--- config.mk ---
export PLATFORM = sky130hd
export DESIGN_NAME = mem_loader_flat
export DESIGN_NICKNAME = d
export VERILOG_FILES = /design/src/rtl/mem_loader_pkg.sv /design/src/rtl/mem_loader_if.sv /design/src/rtl/mem_loader_word_packer.sv /design/src/rtl/mem_loader.sv /design/src/flat_wrapper.sv
export SDC_FILE = /design/constraint.sdc
export NUM_CORES = 1
export LEC_CHECK = 0
export ABC_AREA = 1
export CAP_MARGIN = 10
export CORE_MARGIN = 2
export CORE_UTILIZATION = 35
export DETAILED_ROUTE_END_ITERATION = 10
export PLACE_DENSITY = 0.55
export SYNTH_ARGS = -nofsm -noshare
export SYNTH_HDL_FRONTEND = slang
export SYNTH_HIERARCHICAL = 1
export SYNTH_SLANG_ARGS = --single-unit
--- constraint.sdc ---
create_clock -name clk -period 2.3 [get_ports clk]
set_input_delay 0.69 -clock clk [delete_from_list [all_inputs] [get_ports clk]]
set_output_delay 0.69 -clock clk [all_outputs]
set_load 0.05 [all_outputs]
--- src/rtl/mem_loader_pkg.sv ---
`default_nettype none
// ============================================================================
// Module      : mem_loader_pkg
// Description : Shared helpers and constants for the byte-stream memory loader.
// Revision    : 1.0
// ============================================================================
package mem_loader_pkg;

    localparam int c_HDR_BYTES = 4;
    localparam int c_BUS_W     = 32;

    typedef logic [c_BUS_W-1:0] word32_t;

    // Ceiling log2; usable in constant expressions.
    function automatic int log2(input int value);
        int r;
        r = 0;
        while ((1 << r) < value) begin
            r = r + 1;
        end
        return r;
    endfunction

endpackage
`default_nettype wire

--- src/rtl/mem_loader_if.sv ---
`default_nettype none
// ============================================================================
// Module      : mem_loader_if
// Description : Byte-stream input and memory-port bundle of the loader.
// Revision    : 1.0
// ============================================================================
interface mem_loader_if
    import mem_loader_pkg::*;
#(
    parameter int WIDTH = 32
);
    logic [7:0]       in_data;
    logic             in_valid;
    logic             in_ready;
    word32_t          mem_addr;
    logic [WIDTH-1:0] mem_in;
    logic             mem_we;
    logic [WIDTH-1:0] mem_out;

    modport master (
        input  in_data, in_valid, mem_out,
        output in_ready, mem_addr, mem_in, mem_we
    );

    modport slave (
        output in_data, in_valid, mem_out,
        input  in_ready, mem_addr, mem_in, mem_we
    );
endinterface
`default_nettype wire

--- src/rtl/mem_loader_word_packer.sv ---
`default_nettype none
// ============================================================================
// Module      : word_packer
// Description : Little-endian byte-to-word assembler with stall and clear.
// Revision    : 1.0
// ============================================================================
module word_packer
    import mem_loader_pkg::*;
#(
    parameter int NBYTES = 4
) (
    input  wire logic                  clk,
    input  wire logic                  rst,
    input  wire logic                  clear,
    input  wire logic [7:0]            in_data,
    input  wire logic                  in_valid,
    output logic      [8*NBYTES-1:0]   word,
    output logic                       word_valid
);
    localparam int c_CNT_W = (NBYTES > 1) ? log2(NBYTES) : 1;
    localparam logic [c_CNT_W-1:0] c_LAST = c_CNT_W'(NBYTES - 1);

    logic [c_CNT_W-1:0]  r_cnt;
    logic [8*NBYTES-1:0] r_bytes;
    logic [8*NBYTES-1:0] w_word;

    // The word output already includes the byte being accepted this cycle,
    // so the consumer sees the complete word in the same cycle as word_valid.
    always_comb begin
        w_word = r_bytes;
        if (in_valid) begin
            w_word[{r_cnt, 3'b000} +: 8] = in_data;
        end
    end

    assign word       = w_word;
    assign word_valid = in_valid && (r_cnt == c_LAST);

    always_ff @(posedge clk or negedge rst) begin
        if (!rst) begin
            r_cnt   <= '0;
            r_bytes <= '0;
        end else if (clear) begin
            r_cnt   <= '0;
        end else if (in_valid) begin
            r_bytes <= w_word;
            r_cnt   <= (r_cnt == c_LAST) ? '0 : r_cnt + 1'b1;
        end
    end
endmodule
`default_nettype wire

--- src/rtl/mem_loader.sv ---
`default_nettype none
// ============================================================================
// Module      : mem_loader
// Description : Loads a length-prefixed byte stream into memory, then reads it
//               back to form a checksum before releasing the CPU from hold.
// Revision    : 1.0
// ============================================================================
module mem_loader
    import mem_loader_pkg::*;
#(
    parameter int WIDTH = 32,
    parameter int WORD  = 1024
) (
    input  wire logic          clk,
    input  wire logic          rst,
    mem_loader_if.master       bus,
    output logic               cpu_hold,
    output logic               done,
    output logic               error,
    output word32_t            checksum
);
    localparam int c_ADDR_W = log2(WORD);
    localparam int c_IDX_W  = c_ADDR_W + 1;
    localparam int c_NBYTES = WIDTH / 8;

    localparam logic [2:0] S_HDR    = 3'd0;
    localparam logic [2:0] S_DATA   = 3'd1;
    localparam logic [2:0] S_WRITE  = 3'd2;
    localparam logic [2:0] S_VERIFY = 3'd3;
    localparam logic [2:0] S_DONE   = 3'd4;
    localparam logic [2:0] S_ERR    = 3'd5;

    logic [2:0]         r_state;
    logic [c_IDX_W-1:0] r_index;
    word32_t            r_n;
    word32_t            r_checksum;

    word32_t            w_hdr_word;
    logic               w_hdr_valid;
    logic [WIDTH-1:0]   w_data_word;
    logic               w_data_valid;
    word32_t            w_idx_inc;
    word32_t            w_sum_term;

    word_packer #(.NBYTES(c_HDR_BYTES)) u_hdr_packer (
        .clk        (clk),
        .rst        (rst),
        .clear      (r_state != S_HDR),
        .in_data    (bus.in_data),
        .in_valid   (bus.in_valid && (r_state == S_HDR)),
        .word       (w_hdr_word),
        .word_valid (w_hdr_valid)
    );

    // Cleared while in HDR so every load starts on a word boundary.
    word_packer #(.NBYTES(c_NBYTES)) u_data_packer (
        .clk        (clk),
        .rst        (rst),
        .clear      (r_state == S_HDR),
        .in_data    (bus.in_data),
        .in_valid   (bus.in_valid && (r_state == S_DATA)),
        .word       (w_data_word),
        .word_valid (w_data_valid)
    );

    generate
        if (WIDTH >= 32) begin : g_sum_trunc
            assign w_sum_term = bus.mem_out[31:0];
        end else begin : g_sum_ext
            assign w_sum_term = {{(32 - WIDTH){1'b0}}, bus.mem_out};
        end
    endgenerate

    assign w_idx_inc = 32'(r_index) + 32'd1;

    assign bus.in_ready = (r_state == S_HDR) || (r_state == S_DATA);
    assign bus.mem_we   = (r_state == S_WRITE);
    assign bus.mem_in   = w_data_word;
    assign bus.mem_addr = 32'(r_index[c_ADDR_W-1:0]);
    assign done         = (r_state == S_DONE);
    assign error        = (r_state == S_ERR);
    assign cpu_hold     = (r_state != S_DONE);
    assign checksum     = r_checksum;

    always_ff @(posedge clk or negedge rst) begin
        if (!rst) begin
            r_state    <= S_HDR;
            r_index    <= '0;
            r_n        <= '0;
            r_checksum <= '0;
        end else begin
            case (r_state)
                S_HDR: begin
                    if (w_hdr_valid) begin
                        r_n     <= w_hdr_word;
                        r_index <= '0;
                        if ((w_hdr_word == 32'd0) || (w_hdr_word > 32'(WORD))) begin
                            r_state <= S_ERR;
                        end else begin
                            r_state <= S_DATA;
                        end
                    end
                end
                S_DATA: begin
                    if (w_data_valid) begin
                        r_state <= S_WRITE;
                    end
                end
                S_WRITE: begin
                    if (w_idx_inc < r_n) begin
                        r_index <= r_index + 1'b1;
                        r_state <= S_DATA;
                    end else begin
                        r_index <= '0;
                        r_state <= S_VERIFY;
                    end
                end
                S_VERIFY: begin
                    r_checksum <= r_checksum + w_sum_term;
                    if (w_idx_inc == r_n) begin
                        r_state <= S_DONE;
                    end else begin
                        r_index <= r_index + 1'b1;
                    end
                end
                S_DONE, S_ERR: begin
                    r_state <= r_state;
                end
                default: begin
                    r_state <= S_HDR;
                end
            endcase
        end
    end
endmodule
`default_nettype wire

--- src/flat_wrapper.sv ---
// flat-port wrapper written by rule: the top's interface ports become plain ports
module mem_loader_flat import mem_loader_pkg::*;
#(
    parameter int WIDTH = 32,
    parameter int WORD  = 1024
)
  (clk, rst, cpu_hold, done, error, checksum, bus_in_data, bus_in_valid, bus_mem_out, bus_in_ready, bus_mem_addr, bus_mem_in, bus_mem_we);
  mem_loader_if #(.WIDTH(WIDTH)) bus_i ();
  input  wire logic clk;
  input  wire logic rst;
  output logic cpu_hold;
  output logic done;
  output logic error;
  output word32_t checksum;
  input wire logic [$bits(bus_i.in_data)-1:0] bus_in_data;
  input wire logic [$bits(bus_i.in_valid)-1:0] bus_in_valid;
  input wire logic [$bits(bus_i.mem_out)-1:0] bus_mem_out;
  output wire logic [$bits(bus_i.in_ready)-1:0] bus_in_ready;
  output wire logic [$bits(bus_i.mem_addr)-1:0] bus_mem_addr;
  output wire logic [$bits(bus_i.mem_in)-1:0] bus_mem_in;
  output wire logic [$bits(bus_i.mem_we)-1:0] bus_mem_we;
  assign bus_i.in_data = bus_in_data;
  assign bus_i.in_valid = bus_in_valid;
  assign bus_i.mem_out = bus_mem_out;
  assign bus_in_ready = bus_i.in_ready;
  assign bus_mem_addr = bus_i.mem_addr;
  assign bus_mem_in = bus_i.mem_in;
  assign bus_mem_we = bus_i.mem_we;
  mem_loader #(.WIDTH(WIDTH), .WORD(WORD)) u_core (.clk(clk), .rst(rst), .bus(bus_i), .cpu_hold(cpu_hold), .done(done), .error(error), .checksum(checksum));
endmodule
==> flow_metrics.env, run 1 <==
export IMPL_die_h_um=176
export IMPL_antenna_found_initial=0
export IMPL_max_cap_violations=0
export IMPL_coreArea_mm2=0.0289
export IMPL_root_buffer="clkbuf_16"
export IMPL_start_kind="flip-flop"
export IMPL_grt_pass1_wl_mm=50.1
export IMPL_violations="setup timing"
export IMPL_crit_type="reg2out"
export IMPL_peakVddDrop_mv=0.576
export IMPL_post_dp_hpwl_mm=22.7
export IMPL_synthMuxAreaShare_pct=0.653
export IMPL_clock_fmax_mhz=382
export IMPL_drcViolationCount=0
export IMPL_place_congestion=0.896
export IMPL_grt_pass1_vias=10006
export IMPL_synth_compound_area_share_pct=4.19
export IMPL_numCtsBuffers=17
export IMPL_yosysTopAreaCellShare_pct=35.3
export IMPL_synth_top_area_cell="dfrtp_1"
export IMPL_cts_sinks=146
export IMPL_final_area_mm2=0.0150
export IMPL_synth_edf_count=0
export IMPL_clk_latency_ps=440
export IMPL_drt_initial_drc_count=505
export IMPL_critPathRequiredTime_ps=1610
export IMPL_clock_skew_ps=17.6
export IMPL_antenna_left=0
export IMPL_place_ws_ps=-635
export IMPL_slew_headroom_pct=63.1
export IMPL_status="finished with violations"
export IMPL_post_route_min_period_ps=2620
export IMPL_io_buffers=121
export IMPL_h_tree_depth=4
export IMPL_track_usage_pct=20.0
export IMPL_drv_slew=0
export IMPL_finalWorstSetupSlack_ps=-317
export IMPL_synthArstFlopShare_pct=100
export IMPL_rsz0062_at_grt="true"
export IMPL_regToRegSetupSlack_ps=-200
export IMPL_avgSynthCellArea_um2=6.57
export IMPL_syn_area_mm2=0.0104
export IMPL_ys_top_cells_by_area="dfrtp_1, nand2_1, inv_1"
export IMPL_viasPerCell=4.53
export IMPL_hp_class="in2async"
export IMPL_cts_path_max_buffers=2
export IMPL_power_density_mw_per_mm2=1020
export IMPL_grt_overflow=0
export IMPL_cp_data_arrival_time_ps=1930
export IMPL_synth_xor_area_share_pct=1.69
export IMPL_post_route_cells_drive_above_1_share_pct=25.7
export IMPL_rows=62
export IMPL_synth_cell_types=45
export IMPL_grt_max_degree=50
export IMPL_synth_flop_cell="dfrtp_1"
export IMPL_syn2layout_area_growth_pct=45.2
export IMPL_chipWidth_um=176
export IMPL_power_leakage_nw=8.48
export IMPL_antenna_cells=0
export IMPL_fin_crit_sh_pct=114
export IMPL_nets=1954
export IMPL_cp_max_fo=8
export IMPL_report_final_hold_viol_count=0
export IMPL_syn_inst=1576
export IMPL_report_final_setup_viol=48
export IMPL_synth_fa_ha_area_share_pct=6.96
export IMPL_placed_area_mm2=0.0136
export IMPL_pin_count=144
export IMPL_ys_seq_area_share_pct=35.3
export IMPL_clk_pin_slew_worst_paths_ps=70
export IMPL_start_util_pct=35.8
export IMPL_cp_end_kind="primary output"
export IMPL_wl_per_cell_um=13.4
export IMPL_vias=10194
export IMPL_die_area_mm2=0.0310
export IMPL_yosys_area_share_simple_pct=39.9
export IMPL_worst_pin_slew_ps=551
export IMPL_cts_tree="built"
export IMPL_total_power_w=0.0153
export IMPL_wl_mm=30.2
export IMPL_ys_seq_elements=146
export IMPL_firstDrtPassIters=5
export IMPL_ys_warn_count=6
export IMPL_synth_top_family_by_area="simple AND/OR/NAND/NOR gates"
export IMPL_fin_util_pct=52.0
worst max-delay path, cell delays in order (launching register included):
cell	delay, ps
dfrtp_2	420
nor2_4	140
nand2_4	80
nor2_4	100
buf_12	150
nand2_4	60
nor2_4	100
buf_12	160
nand2_2	80
nand2_4	80
buf_12	130
worst paths after layout:
kind / start / end / cells past startpoint
worst max-delay path: u_core/r_state[2] / bus_mem_in[29] / 10
worst min-delay path: rst / u_core/r_index[5] / 1
worst max register to register: u_core/r_index[0] / u_core/r_state[2] / 19
worst min register to register: u_core/u_data_packer/r_bytes[27] / u_core/u_data_packer/r_bytes[27] / 2
max in group asynchronous: rst / u_core/checksum[17] / 2
min in group clk: u_core/u_data_packer/r_bytes[27] / u_core/u_data_packer/r_bytes[27] / 2
final cells by class:
class | count | area (um^2)
fill | 2805 | 13900
multi-input combinational | 1191 | 6590
sequential | 146 | 3650
timing repair buffer | 297 | 3000
inverter | 201 | 767
tap | 384 | 480
clock buffer | 17 | 425
clock inverter | 15 | 125
through the flow:
step | TNS, ps | hold WS, ps | cells
floorplan | -3190 | 394 | 1597
global placement | -33310 | 461 | 2191
detailed placement | -36480 | 465 | 2191
CTS | -12380 | 222 | 2242
global route | -17630 | 222 | 2251
finish | -11710 | 210 | 2251
cell usage after synthesis, types with 4 or more instances:
master and count:
nand2_1 774, inv_1 192, dfrtp_1 146, nor2_1 104, ha_1 56, nand3_1 51, buf_4 38, o21ai_0 34
a21oi_1 29, buf_2 13, nand2_2 12, nor2_4 12, xnor2_1 12, nand3b_1 10, o21ai_1 9, inv_2 8
nand4_1 8, nor3_1 8, xor2_1 8, clkbuf_1 7, mux2_1 4, nand2_4 4, or2_2 4
metal layers:
| metal | up-vias | share of wire, % | global-route usage, % |
|---|---|---|---|
| met1 | 4652 | 46 | 26.7 |
| met3 | 34 | 4.3 | 4.01 |
| li1 | 5301 | - | - |
| met5 | - | 0 | 0 |
| met2 | 207 | 47 | 33.0 |
| met4 | 0 | 1.7 | 5.96 |
flip-flops by register name (all words and copies together) (netlist names):
signal                        flops
u_core/u_hdr_packer/r_bytes      32
u_core/r_state                    3
u_core/r_n                       32
u_core/u_data_packer/r_cnt        2
u_core/r_index                   11
u_core/checksum                  32
u_core/u_data_packer/r_bytes     32
u_core/u_hdr_packer/r_cnt         2
layout by cell type, fill, tap and decap left out, types with 4 or more instances in the layout:
cell               n
nand2_1          672
inv_1            185
buf_4            175
dfrtp_1          145
nor2_1            88
nand2_4           68
buf_12            49
nand2_2           48
ha_1              46
clkdlybuf4s50_1   37
o21ai_0           33
nand3_1           32
dlygate4sd2_1     30
a21oi_1           24
conb_1            22
nor2_4            21
clkbuf_16         17
nand3_2           17
inv_2             13
xnor2_1           12
nor2_2            11
o21ai_1           10
nand3b_1          10
nand4_1            8
nor3_1             8
ha_4               7
xor2_1             6
inv_6              5
nand3_4            5
buf_6              5
clkinvlp_4         4
a21oi_2            4
or2_2              4
mux2_1             4
power breakdown:
part | leakage [nW] | switching (W) | internal [W]
Combinational | 6.31 | 0.00567 | 0.00359
Sequential | 1.91 | 0.000360 | 0.00302
Clock | 0.265 | 0.00125 | 0.00141
what timing repair did:
action                                 CTS  global route
resized for setup                      112            75
endpoints found under the hold margin    0             0
hold buffers                             0             0
setup buffers                           17            10
gates cloned                             2             0
setup endpoints to repair               80            76
pin swaps                               47            34
kinds of logic after synthesis:
family	Yosys count
and+or+nand+nor	1002
buffers and inverters	262
DFF	146
AOI/OAI and AO/OA	82
adders and majority gates	57
xor gates and xnor gates	20
muxes	6
other	1
(Power assumes the default switching activity.)
==> run 2, diff against run 1 <==
- CORE_MARGIN: 2 -> 3
- HOLD_SLACK_MARGIN: unset -> 0.15
==> flow_metrics.env, run 2 (synthesis gave the netlist of run 1 again) <==
export IMPL_clk_pin_slew_worst_paths_ps=70
export IMPL_coreArea_mm2=0.0289
export IMPL_finalNonFillerCells=2245
export IMPL_drcViolationCount=0
export IMPL_numCtsBuffers=17
export IMPL_regArea_mm2=0.00365
export IMPL_drv_slew=0
export IMPL_drt_initial_drc_count=554
export IMPL_rsz0062_at_grt="true"
export IMPL_pin_count=144
export IMPL_timing_hold_ws_ps=160
export IMPL_critPathSlowestCell="dfrtp_2"
export IMPL_antenna_found_initial=0
export IMPL_grt_pass1_vias=10093
export IMPL_die_area_mm2=0.0317
export IMPL_grt_pass1_wl_mm=49.4
export IMPL_cp_end_kind="primary output"
export IMPL_die_h_um=178
export IMPL_fin_util_pct=51.9
export IMPL_start_kind="flip-flop"
export IMPL_root_buffer="clkbuf_16"
export IMPL_worstReg2RegStart="u_core/r_index[0]"
export IMPL_hold_buffers=0
export IMPL_placed_area_mm2=0.0135
export IMPL_post_dp_hpwl_mm=22.8
export IMPL_wl_mm=30.4
export IMPL_max_cap_violations=0
export IMPL_cp_data_arrival_time_ps=2020
export IMPL_crit_path_cell_trace="nor2_4, nand2_4, nor2_4, buf_12, nand2_4, nor2_4, buf_8, nand2_4, nand2_4, buf_12"
export IMPL_post_route_cells_drive_above_1_share_pct=24.9
export IMPL_peakVddDrop_mv=0.604
export IMPL_chipWidth_um=178
export IMPL_start_util_pct=35.8
export IMPL_grt_overflow=0
export IMPL_violations="setup timing"
export IMPL_report_final_hold_viol_count=0
export IMPL_place_ws_ps=-609
export IMPL_multi_input_area_mm2=0.00655
export IMPL_rows=62
export IMPL_cts_tree="built"
export IMPL_startpoint="u_core/r_state[2]"
export IMPL_fin_crit_sh_pct=118
export IMPL_final_common_cell="nand2_1"
export IMPL_num_fill_cells=2799
export IMPL_path_delay_family="simple AND/OR/NAND/NOR gates"
export IMPL_report_final_setup_viol=46
export IMPL_place_congestion=0.882
export IMPL_worst_path_buf_inv=3
export IMPL_status="finished with violations"
export IMPL_track_usage_pct=19.3
export IMPL_wl_per_cell_um=13.6
export IMPL_antenna_cells=0
export IMPL_vias=10246
export IMPL_firstDrtPassIters=8
export IMPL_dp_cells=2181
export IMPL_io_buffers=121
export IMPL_crit_type="reg2out"
export IMPL_power_leakage_nw=8.51
export IMPL_cts_sinks=146
export IMPL_syn2layout_area_growth_pct=45.1
export IMPL_cp_max_fo=6
export IMPL_antenna_left=0
export IMPL_power_density_mw_per_mm2=1040
export IMPL_slowest_delay_ps=440
export IMPL_grt_max_degree=47
export IMPL_hp_class="in2async"
export IMPL_clock_fmax_mhz=369
export IMPL_cp_common_cell="nand2_4"
export IMPL_post_route_min_period_ps=2710
export IMPL_clock_skew_ps=13.2
export IMPL_nets=1948
export IMPL_viasPerCell=4.56
export IMPL_critPathRequiredTime_ps=1610
export IMPL_clk_latency_ps=430
export IMPL_cts_path_max_buffers=2
export IMPL_finalWorstSetupSlack_ps=-410
export IMPL_slew_headroom_pct=64.9
export IMPL_h_tree_depth=4
export IMPL_final_cell_mix="nand2_1, inv_1, buf_4"
export IMPL_worst_pin_slew_ps=529
export IMPL_final_area_mm2=0.0150
run 2: per-stage QoR:
step                      setup TNS (ps)  total power (W)
after detailed placement          -37780           0.0119
final                             -13570           0.0156
after floorplan                    -3190          0.00881
after global placement            -35900           0.0119
after global routing              -18960           0.0168
after CTS                         -13560           0.0153
run 2: worst paths after layout:
kind	endpoint	slack, ps	cells past startpoint
worst max-delay path	bus_mem_in[26]	-410	10
worst min-delay path	u_core/r_index[5]	160	1
worst max register to register	u_core/r_state[0]	-200	18
worst min register to register	u_core/u_hdr_packer/r_bytes[4]	480	2
max in group asynchronous	u_core/u_data_packer/r_bytes[12]	1540	2
min in group clk	u_core/u_hdr_packer/r_bytes[4]	480	2
run 2: routing by layer:
| layer | global-route usage (%) | part of all wire [%] | vias up |
|---|---|---|---|
| li1 | - | - | 5278 |
| met4 | 5.27 | 1.4 | 0 |
| met1 | 25.9 | 46 | 4682 |
| met2 | 32.4 | 47 | 254 |
| met3 | 3.00 | 4.9 | 32 |
| met5 | 0 | 0 | - |
run 2: final cells by class:
| cell class | instances | area share (%) |
|---|---|---|
| inverter | 201 | 5.09 |
| multi-input combinational | 1190 | 43.6 |
| clock buffer | 18 | 2.92 |
| sequential | 146 | 24.3 |
| tap | 384 | 3.20 |
| timing repair buffer | 292 | 19.5 |
| clock inverter | 14 | 1.34 |
run 2: timing repair:
item	CTS	global route
setup endpoints to repair	86	96
cloned	1	0
pin swaps	54	27
resized for setup	115	72
setup buffers	18	14
run 2: report_power, final:
group	internal [W]	switching (W)	total, W
combinational	0.00346	0.00565	0.00911
clock	0.00187	0.00122	0.00309
sequential	0.00302	0.000350	0.00337
==> run 3, diff against run 2 <==
- TNS_END_PERCENT: unset -> 5
==> flow_metrics.env, run 3 (synthesis gave the netlist of run 1 again) <==
export IMPL_h_tree_depth=4
export IMPL_io_buffers=121
export IMPL_peakVddDrop_mv=0.488
export IMPL_final_area_mm2=0.0143
export IMPL_grt_max_degree=49
export IMPL_slowest_delay_ps=380
export IMPL_cts_sinks=146
export IMPL_report_final_hold_viol_count=0
export IMPL_viasPerCell=4.53
export IMPL_antenna_found_initial=0
export IMPL_coreArea_mm2=0.0289
export IMPL_slew_headroom_pct=66.3
export IMPL_placed_area_mm2=0.0134
export IMPL_root_buffer="clkbuf_16"
export IMPL_finalWorstSetupSlack_ps=-400
export IMPL_track_usage_pct=19.0
export IMPL_syn2layout_area_growth_pct=37.8
export IMPL_cp_common_cell="nor2_4"
export IMPL_hp_class="in2async"
export IMPL_antenna_left=0
export IMPL_antenna_cells=0
export IMPL_report_final_setup_viol=47
export IMPL_start_util_pct=35.8
export IMPL_cp_data_arrival_time_ps=2010
export IMPL_violations="setup timing"
export IMPL_nets=1931
export IMPL_wl_mm=29.5
export IMPL_grt_pass1_vias=9925
export IMPL_place_congestion=0.876
export IMPL_total_power_w=0.0150
export IMPL_drcViolationCount=0
export IMPL_rows=62
export IMPL_post_route_cells_drive_above_1_share_pct=20.8
export IMPL_chipWidth_um=178
export IMPL_crit_path_cell_trace="buf_6, nor2_4, nand2_4, nor2_4, buf_12, nand2_4, nor2_4, nand2_2, nand2_2, buf_12"
export IMPL_cp_end_kind="primary output"
export IMPL_critPathSlowestCell="dfrtp_1"
export IMPL_multi_input_area_mm2=0.00601
export IMPL_post_dp_hpwl_mm=22.4
export IMPL_regArea_mm2=0.00365
export IMPL_crit_type="reg2out"
export IMPL_max_cap_violations=0
export IMPL_drv_slew=0
export IMPL_power_density_mw_per_mm2=1050
export IMPL_grt_overflow=0
export IMPL_die_h_um=178
export IMPL_worst_pin_slew_ps=507
export IMPL_clock_skew_ps=16.5
export IMPL_final_common_cell="nand2_1"
export IMPL_clk_latency_ps=420
export IMPL_vias=10087
export IMPL_rsz0062_at_grt="true"
export IMPL_pin_count=144
export IMPL_grt_pass1_wl_mm=48.7
export IMPL_power_leakage_nw=7.93
export IMPL_cts_path_max_buffers=2
export IMPL_cts_tree="built"
export IMPL_final_cell_mix="nand2_1, inv_1, buf_4"
export IMPL_critPathRequiredTime_ps=1610
export IMPL_numCtsBuffers=17
export IMPL_num_fill_cells=2894
export IMPL_firstDrtPassIters=5
export IMPL_post_route_min_period_ps=2700
export IMPL_drt_initial_drc_count=651
export IMPL_clock_fmax_mhz=370
export IMPL_wl_per_cell_um=13.3
export IMPL_fin_crit_sh_pct=117
export IMPL_start_kind="flip-flop"
export IMPL_clk_pin_slew_worst_paths_ps=60
export IMPL_status="finished with violations"
export IMPL_die_area_mm2=0.0317
export IMPL_cp_max_fo=8
[run 3: worst max-delay path, delay by kind of cell (launching register included)]
kind	cells	cell delay (ps)
buf+inv	3	400
flops	1	380
simple gates	7	810
[run 3: through the flow]
stage	utilization [%]	cells	TNS (ps)	worst slack [ps]	hold slack, ps
6_report	49.3	2226	-12660	-400	219
5_1_grt	49.3	2226	-19070	-523	241
4_1_cts	48.6	2225	-15150	-455	231
3_5_place_dp	46.2	2189	-35950	-608	465
3_3_place_gp	46.2	2189	-33940	-591	462
2_1_floorplan	-	1597	-3100	-125	394
[run 3: path summary, 6_finish.rpt]
kind	slack (ps)	from	end	depth (start not counted)
worst max-delay path	-400	u_core/r_state[1]	bus_mem_in[14]	10
worst min-delay path	220	rst	u_core/r_index[3]	1
worst max register to register	-190	u_core/r_index[0]	u_core/r_state[2]	19
worst min register to register	480	u_core/u_hdr_packer/r_bytes[5]	u_core/u_hdr_packer/r_bytes[5]	2
max in group asynchronous	1470	rst	u_core/u_hdr_packer/r_bytes[31]	2
min in group clk	480	u_core/u_hdr_packer/r_bytes[5]	u_core/u_hdr_packer/r_bytes[5]	2
[run 3: where the power goes]
part,internal [W],total [W],leakage [nW],switching (W)
clock,0.00162,0.00278,0.278,0.00116
sequential,0.00302,0.00338,1.91,0.000354
combinational,0.00344,0.00886,5.75,0.00542
total,0.00808,0.0150,7.93,0.00693
[run 3: layout make-up]
type	count	area share [%]
Clock inverter	12	0.938
Clock buffer	18	3.08
Multi-Input combinational cell	1189	42.1
Inverter	201	5.31
Tap cell	384	3.37
Sequential cell	146	25.6
Timing Repair Buffer	276	19.6
[run 3: timing repair]
action	in CTS	in global routing
setup endpoints to repair	83	68
gates resized for setup	57	43
pin swaps	21	17
setup buffers	6	1
hold endpoints to repair	0	0
hold buffers	0	0
[run 3: layer usage]
| layer | track usage [%] | share of wire (%) | vias to the layer above |
|---|---|---|---|
| met2 | 30.9 | 46 | 264 |
| li1 | - | - | 5234 |
| met3 | 4.15 | 6.5 | 44 |
| met5 | 0 | 0 | - |
| met1 | 25.9 | 46 | 4545 |
| met4 | 4.32 | 1.7 | 0 |
